$ cat src/rtl/clink_pixel_packer_if.sv
// ---------------------------------------------------------------------------
// clink_pixel_packer_if
//   Word stream from the pixel packer into the write side of the CDC FIFO.
//   Signals:
//     out_data   packed DRAM word, first pixel in the LSBs
//     out_valid  a word is presented
//     out_ready  consumer (~fifo_full) accepts the presented word
//     out_last   presented word is a line-end flush word
//   Modports:
//     master  packer side (drives data/valid/last, samples ready)
//     slave   FIFO side   (samples data/valid/last, drives ready)
// ---------------------------------------------------------------------------
interface clink_pixel_packer_if #(
  parameter int DRAM_DATA_WIDTH = 512
);
  logic [DRAM_DATA_WIDTH-1:0] out_data;
  logic                       out_valid;
  logic                       out_ready;
  logic                       out_last;

  modport master (output out_data, output out_valid, output out_last, input out_ready);
  modport slave  (input out_data, input out_valid, input out_last, output out_ready);
endinterface

$ cat src/rtl/clink_pixel_packer.sv
// ---------------------------------------------------------------------------
// clink_pixel_packer
//   Packs Camera Link pixels (TAPS x TAP_WIDTH bits per pixel clock) into
//   DRAM_DATA_WIDTH-bit words. Pixels occupy SLOT bits each, either tightly
//   (SLOT = TAPS*TAP_WIDTH) or padded to the next power of two. A pixel that
//   straddles a word boundary is split: the low part completes the current
//   word, the high part is carried into the next. At line end any partial
//   word is zero-padded and flushed with out_last set.
//   Ports:
//     clink_X_clk       pixel clock (only clock)
//     clk_pixel_resetn  asynchronous active-low reset
//     pixel_data        tap k at [k*TAP_WIDTH +: TAP_WIDTH]
//     fval/lval/dval    frame / line / data valid
//     capture_en        arms capture; sampled only at frame start
//     out_if            word stream (valid/ready) to the CDC FIFO
//     frame_count       number of captured frames, wraps
//     overflow          sticky: a word was dropped under back-pressure
// ---------------------------------------------------------------------------
module clink_pixel_packer #(
  parameter int DRAM_DATA_WIDTH = 512,
  parameter int TAPS            = 3,
  parameter int TAP_WIDTH       = 8,
  parameter int PAD_PIXELS      = 0,
  parameter int FRAME_CNT_WIDTH = 8
) (
  input  logic                       clink_X_clk,
  input  logic                       clk_pixel_resetn,
  input  logic [TAPS*TAP_WIDTH-1:0]  pixel_data,
  input  logic                       fval,
  input  logic                       lval,
  input  logic                       dval,
  input  logic                       capture_en,
  clink_pixel_packer_if.master       out_if,
  output logic [FRAME_CNT_WIDTH-1:0] frame_count,
  output logic                       overflow
);

  localparam int PIX_W  = TAPS * TAP_WIDTH;
  localparam int SLOT   = (PAD_PIXELS != 0) ? (1 << $clog2(PIX_W)) : PIX_W;
  // Accumulator holds one unfinished word plus the pixel that may overrun it.
  localparam int ACC_W  = DRAM_DATA_WIDTH + SLOT;
  localparam int FILL_W = $clog2(ACC_W + 1);

  localparam logic [FILL_W-1:0] SLOT_F = FILL_W'(SLOT);
  localparam logic [FILL_W-1:0] DRAM_F = FILL_W'(DRAM_DATA_WIDTH);

  // Packing state
  logic [ACC_W-1:0]           acc_q,   acc_d;
  logic [FILL_W-1:0]          fill_q,  fill_d;
  logic                       armed_q, armed_d;
  logic                       fval_q,  lval_q;

  // Output register and status
  logic [DRAM_DATA_WIDTH-1:0] data_q,  data_d;
  logic                       valid_q, valid_d;
  logic                       last_q,  last_d;
  logic [FRAME_CNT_WIDTH-1:0] frame_q, frame_d;
  logic                       ovf_q,   ovf_d;

  // Edge detects against the previous-cycle frame/line valid.
  logic fval_rise, fval_fall, lval_fall;
  logic accept, flush;
  assign fval_rise = fval & ~fval_q;
  assign fval_fall = ~fval & fval_q;
  assign lval_fall = ~lval & lval_q;
  assign accept    = armed_q & fval & lval & dval;
  assign flush     = armed_q & lval_fall & (fill_q != '0);

  // Accumulator with the incoming pixel inserted above the current fill.
  // Bits above fill_q are always zero, so OR-ing is a plain insert.
  logic [ACC_W-1:0]  acc_ins;
  logic [FILL_W-1:0] fill_sum;
  assign acc_ins  = acc_q | (ACC_W'(pixel_data) << fill_q);
  assign fill_sum = fill_q + SLOT_F;

  logic                       load;
  logic [DRAM_DATA_WIDTH-1:0] word;
  logic                       word_last;

  always_comb begin
    // NOTE: every output of this block gets a default first so no path leaves it unassigned (no latches).
    acc_d     = acc_q;
    fill_d    = fill_q;
    armed_d   = armed_q;
    data_d    = data_q;
    valid_d   = valid_q;
    last_d    = last_q;
    frame_d   = frame_q;
    ovf_d     = ovf_q;
    load      = 1'b0;
    word      = acc_ins[DRAM_DATA_WIDTH-1:0];
    word_last = 1'b0;

    // capture_en only matters at frame start; mid-frame changes are ignored.
    if (fval_rise) armed_d = capture_en;

    if (fval_fall && armed_q) frame_d = frame_q + 1'b1;

    if (fval_rise) begin
      // Discard anything left over from an unflushed previous frame.
      acc_d  = '0;
      fill_d = '0;
    end else if (accept) begin
      if (fill_sum >= DRAM_F) begin
        load   = 1'b1;
        word   = acc_ins[DRAM_DATA_WIDTH-1:0];
        acc_d  = acc_ins >> DRAM_DATA_WIDTH;
        fill_d = fill_sum - DRAM_F;
      end else begin
        acc_d  = acc_ins;
        fill_d = fill_sum;
      end
    end else if (flush) begin
      // fill_q < DRAM_DATA_WIDTH here, so the low word already carries the zero pad.
      load      = 1'b1;
      word      = acc_q[DRAM_DATA_WIDTH-1:0];
      word_last = 1'b1;
      acc_d     = '0;
      fill_d    = '0;
    end

    // Output register: a held word is never overwritten; a colliding new word
    // is dropped and flagged, while the carry bits above stay in acc_d.
    if (load) begin
      if (valid_q && !out_if.out_ready) begin
        ovf_d = 1'b1;
      end else begin
        data_d  = word;
        last_d  = word_last;
        valid_d = 1'b1;
      end
    end else if (valid_q && out_if.out_ready) begin
      valid_d = 1'b0;
    end
  end

  // NOTE: the accumulator is a flat register, not a memory array, so it is reset along with all other state.
  always_ff @(posedge clink_X_clk or negedge clk_pixel_resetn) begin
    if (!clk_pixel_resetn) begin
      acc_q   <= '0;
      fill_q  <= '0;
      armed_q <= 1'b0;
      fval_q  <= 1'b0;
      lval_q  <= 1'b0;
      data_q  <= '0;
      valid_q <= 1'b0;
      last_q  <= 1'b0;
      frame_q <= '0;
      ovf_q   <= 1'b0;
    end else begin
      // NOTE: non-blocking assignments so every register samples pre-edge values.
      acc_q   <= acc_d;
      fill_q  <= fill_d;
      armed_q <= armed_d;
      fval_q  <= fval;
      lval_q  <= lval;
      data_q  <= data_d;
      valid_q <= valid_d;
      last_q  <= last_d;
      frame_q <= frame_d;
      ovf_q   <= ovf_d;
    end
  end

  assign out_if.out_data  = data_q;
  assign out_if.out_valid = valid_q;
  assign out_if.out_last  = last_q;
  assign frame_count      = frame_q;
  assign overflow         = ovf_q;

endmodule

$ cat src/flat_wrapper.sv
// flat-port wrapper written by rule: the top's interface ports become plain ports
module clink_pixel_packer_flat 
#(
  parameter int DRAM_DATA_WIDTH = 512,
  parameter int TAPS            = 3,
  parameter int TAP_WIDTH       = 8,
  parameter int PAD_PIXELS      = 0,
  parameter int FRAME_CNT_WIDTH = 8
)
  (clink_X_clk, clk_pixel_resetn, pixel_data, fval, lval, dval, capture_en, frame_count, overflow, out_if_out_data, out_if_out_valid, out_if_out_last, out_if_out_ready);
  clink_pixel_packer_if #(.DRAM_DATA_WIDTH(DRAM_DATA_WIDTH)) out_if_i ();
  input  logic clink_X_clk;
  input  logic clk_pixel_resetn;
  input  logic [TAPS*TAP_WIDTH-1:0] pixel_data;
  input  logic fval;
  input  logic lval;
  input  logic dval;
  input  logic capture_en;
  output logic [FRAME_CNT_WIDTH-1:0] frame_count;
  output logic overflow;
  output wire logic [$bits(out_if_i.out_data)-1:0] out_if_out_data;
  output wire logic [$bits(out_if_i.out_valid)-1:0] out_if_out_valid;
  output wire logic [$bits(out_if_i.out_last)-1:0] out_if_out_last;
  input wire logic [$bits(out_if_i.out_ready)-1:0] out_if_out_ready;
  assign out_if_out_data = out_if_i.out_data;
  assign out_if_out_valid = out_if_i.out_valid;
  assign out_if_out_last = out_if_i.out_last;
  assign out_if_i.out_ready = out_if_out_ready;
  clink_pixel_packer #(.DRAM_DATA_WIDTH(DRAM_DATA_WIDTH), .TAPS(TAPS), .TAP_WIDTH(TAP_WIDTH), .PAD_PIXELS(PAD_PIXELS), .FRAME_CNT_WIDTH(FRAME_CNT_WIDTH)) u_core (.clink_X_clk(clink_X_clk), .clk_pixel_resetn(clk_pixel_resetn), .pixel_data(pixel_data), .fval(fval), .lval(lval), .dval(dval), .capture_en(capture_en), .out_if(out_if_i), .frame_count(frame_count), .overflow(overflow));
endmodule
$ cat config.mk
export PLATFORM = sky130hd
export DESIGN_NAME = clink_pixel_packer_flat
export DESIGN_NICKNAME = d
export VERILOG_FILES = /design/src/rtl/clink_pixel_packer_if.sv /design/src/rtl/clink_pixel_packer.sv /design/src/flat_wrapper.sv
export SDC_FILE = /design/constraint.sdc
export NUM_CORES = 2
export LEC_CHECK = 0
export ABC_AREA = 1
export CAP_MARGIN = 10
export CORE_AREA = 2 2 361 363
export DETAILED_ROUTE_END_ITERATION = 10
export DIE_AREA = 0 0 363 365
export PLACE_DENSITY = 0.59
export SYNTH_ARGS = -nofsm -noshare
export SYNTH_HDL_FRONTEND = slang
export SYNTH_SLANG_ARGS = --single-unit
$ cat constraint.sdc
create_clock -name clink_X_clk -period 3.35 [get_ports clink_X_clk]
set_clock_uncertainty 0.2 [all_clocks]
set_input_delay 0.67 -clock clink_X_clk [delete_from_list [all_inputs] [get_ports clink_X_clk]]
set_output_delay 0.67 -clock clink_X_clk [all_outputs]
set_load 0.01 [all_outputs]
==> impl_metrics.tcl <==
set metrics [dict create \
    syn_area_mm2 0.0511 \
    r2r_start "u_core.fill_q[3]" \
    die-area_mm2 0.132 \
    die_h_um 365 \
    grt_pass1_wl_um 275000 \
    insertion_delay_ns 0.71 \
    finalHoldViolations 0 \
    synth_cell_types 39 \
    combPwrFrac 0.299 \
    dp.cells 8714 \
    hold_class "reg -> reg" \
    sequentialPowerShare 0.392 \
    seq_area_frac_synth 0.523 \
    ys_async_sr_fraction 1.00 \
    rows 132 \
    dieWidth_um 363 \
    synth_area_per_cell_um2 7.64 \
    overflow 0 \
    cts_tree "yes" \
    final_nets 7192 \
    cts_buffers 117 \
    setup_violations 0 \
    timing.critical_path.from "u_core.fill_q[3]" \
    synth_enable_flop_cells 0 \
    max_freq_ghz 0.321 \
    ant_nets 0 \
    status "complete, no violations" \
    antenna_found_initial 15 \
    p_leak_nw 34.9 \
    power.density_mw_per_mm2 725 \
    cap_violations 0 \
    ctsResizeCount 0 \
    crit_fanout 47 \
    num_io_pins 554 \
    synth_nets 6722 \
    vias 45600 \
    grt_usage 0.274 \
    port_buffers 553 \
    cts_root_buf "clkbuf_16" \
    worstPathRequired_ns 3.77 \
    worst_setup_path_start_kind "flop" \
    p_clk_frac 0.309 \
    hp-start "u_core.overflow" \
    drt_iter0_markers 4592 \
    fillCellCount 12400 \
    tns_ns 0 \
    start_util 0.397 \
    p_sw_mw 14.8 \
    drtPass1Iterations 7 \
    switching_share 0.320 \
    ys_warn_count 0 \
    via_per_inst 5.10 \
    cp_data_arrival_time_ns 3.53 \
    wl_per_cell_um 20.6 \
    routed_wl_um 184000 \
    relSlewSlack 0.264 \
    fin_crit_sh 0.929 \
    internal-power_mw 31.4 \
    reg2reg_slack_ns 0.24 \
    worstMarginPinSlew_ns 1.10 \
    final_layout_size_suffix_gt1_frac 0.0652 \
    syn2layout_area_growth_pct 24.5 \
    grt_pass1_vias 43000 \
    fin_cells 8944 \
    cts_max_level 3 \
    cts.reportedPaths.clkPinSlew_ns 0.07 \
    finalCriticalPeriod_ns 3.11 \
    grt_max_degree 167 \
    cts_sinks 1069 \
    worstSetupPathType "reg -> reg" \
    cts_max_path_buffers 3 \
    syn_inst 6689 \
    slew_viol_final 0 \
    rsz0062_at_grt "false" \
    gp_congestion 0.954 \
    cp-end-kind "flop" \
    synth_flop_cell "dfrtp_1" \
    synth_seq_cells 1069 \
    ir_drop_uv 414 \
    drc 0 \
    fp.coreArea_mm2 0.129 \
    dpl.hpwl_um 129000 \
]
## final timing paths
kind / end / cells after the start
max in group asynchronous: u_core.out_if.out_data[396] / 4
min in group asynchronous: u_core.acc_q[437] / 2
worst min-delay path: u_core.overflow / 1
worst max register to register: u_core.out_if.out_data[497] / 8
worst min register to register: u_core.overflow / 1
worst max-delay path: u_core.out_if.out_data[497] / 8
## flip-flops by register name, summed over array words and instances (netlist names)
name / cells
u_core.acc_q: 536
u_core.out_if.out_data: 512
u_core.frame_count: 8
u_core.fill_q: 7
u_core.armed_q: 1
u_core.fval_q: 1
u_core.lval_q: 1
u_core.out_if.out_last: 1
u_core.out_if.out_valid: 1
u_core.overflow: 1
## logic make-up after synthesis
family / Yosys count / synth area share
fa+ha+maj: 2 / 0.000489
buf+inv: 1692 / 0.131
xor+xnor: 7 / 0.00120
simple gates: 2852 / 0.229
compound gates: 1067 / 0.115
flops: 1069 / 0.523
## final cells by class
type                    count  area [µm²]  share of cell area
flip-flops and latches   1069       26800               0.420
multi-input cells        3928       17800               0.280
repair buffers            775        7920               0.124
inverters                1268        4780              0.0751
clock buffers             171        3470              0.0546
well taps                1675        2100              0.0329
clock inverters            48         792              0.0124
diodes                     10        25.0            0.000393
## Yosys cell counts (7+ instances only)
cell,number,area [µm²]
nand2_1,1790,6720
buf_1,44,165
buf_6,9,101
inv_1,1259,4730
nor2_1,370,1390
buf_2,199,996
nand3_1,502,2510
nand4_1,71,444
o31ai_1,102,766
o211ai_1,14,105
a22oi_1,15,113
o22ai_1,45,282
or2_2,8,50.1
a21o_1,14,105
buf_4,8,60.1
o21ai_0,602,3010
a21oi_1,30,150
inv_2,7,26.3
dfrtp_1,1069,26800
nor3_1,97,485
clkbuf_1,164,616
a31oi_1,19,119
o21ai_1,203,1020
## per-layer routing
metal	wire (µm)	vias to the layer above	track usage
li1	-	21700	-
met1	76600	22000	0.366
met2	85300	1615	0.438
met3	15000	310	0.0550
met4	7270	14	0.105
met5	94	-	0
## power by group through the flow
stage          combinational, mW  sequential [mW]  clock [mW]
2_1_floorplan               4.32             18.8           0
3_3_place_gp                13.7             18.3           0
3_5_place_dp                13.8             18.3           0
4_1_cts                     13.9             18.2        14.5
5_1_grt                     15.2             18.4        15.0
6_report                    13.8             18.1        14.3
## layout by cell type, fill, tap and decap left out, drive strengths merged, types with 15 or more instances in the layout
cell type,count
bufinv,20
a31oi,19
o22ai,45
buf,222
a21oi,35
o21ai,805
nand3,504
clkdlybuf4s50,552
inv,1269
nor3,101
o31ai,102
dfrtp,1069
clkinv,20
clkbuf,171
nand2,1794
nor2,373
a22oi,15
nand4,71
## metrics by stage
stage                util  setup WS [ns]  power, mW  hold WS (ns)  area, µm²
floorplan               -          0.946       23.1         0.174      51100
global placement    0.461          0.166       32.1         0.249      59300
detailed placement  0.461         0.0978       32.2         0.245      59300
CTS                 0.495          0.313       46.6         0.227      63600
global route        0.495          0.165       48.6         0.277      63600
finish              0.495          0.239       46.2         0.262      63600
## what timing repair did
action | 4_1_cts | 5_1_grt
setup buffers | 0 | 0
endpoints found under the hold margin | 40 | 0
hold buffers | 1 | 0
## critical path: stages, from the launching register on
cell     delay (ns)
dfrtp_1        0.45
buf_4          0.31
nor2_1         0.43
nand2_1        0.16
nand2_1        0.46
nand2_1        0.38
nor2_1         0.33
nand3_1        0.11
a21oi_1        0.15
Power figures use the tool's default switching activity.
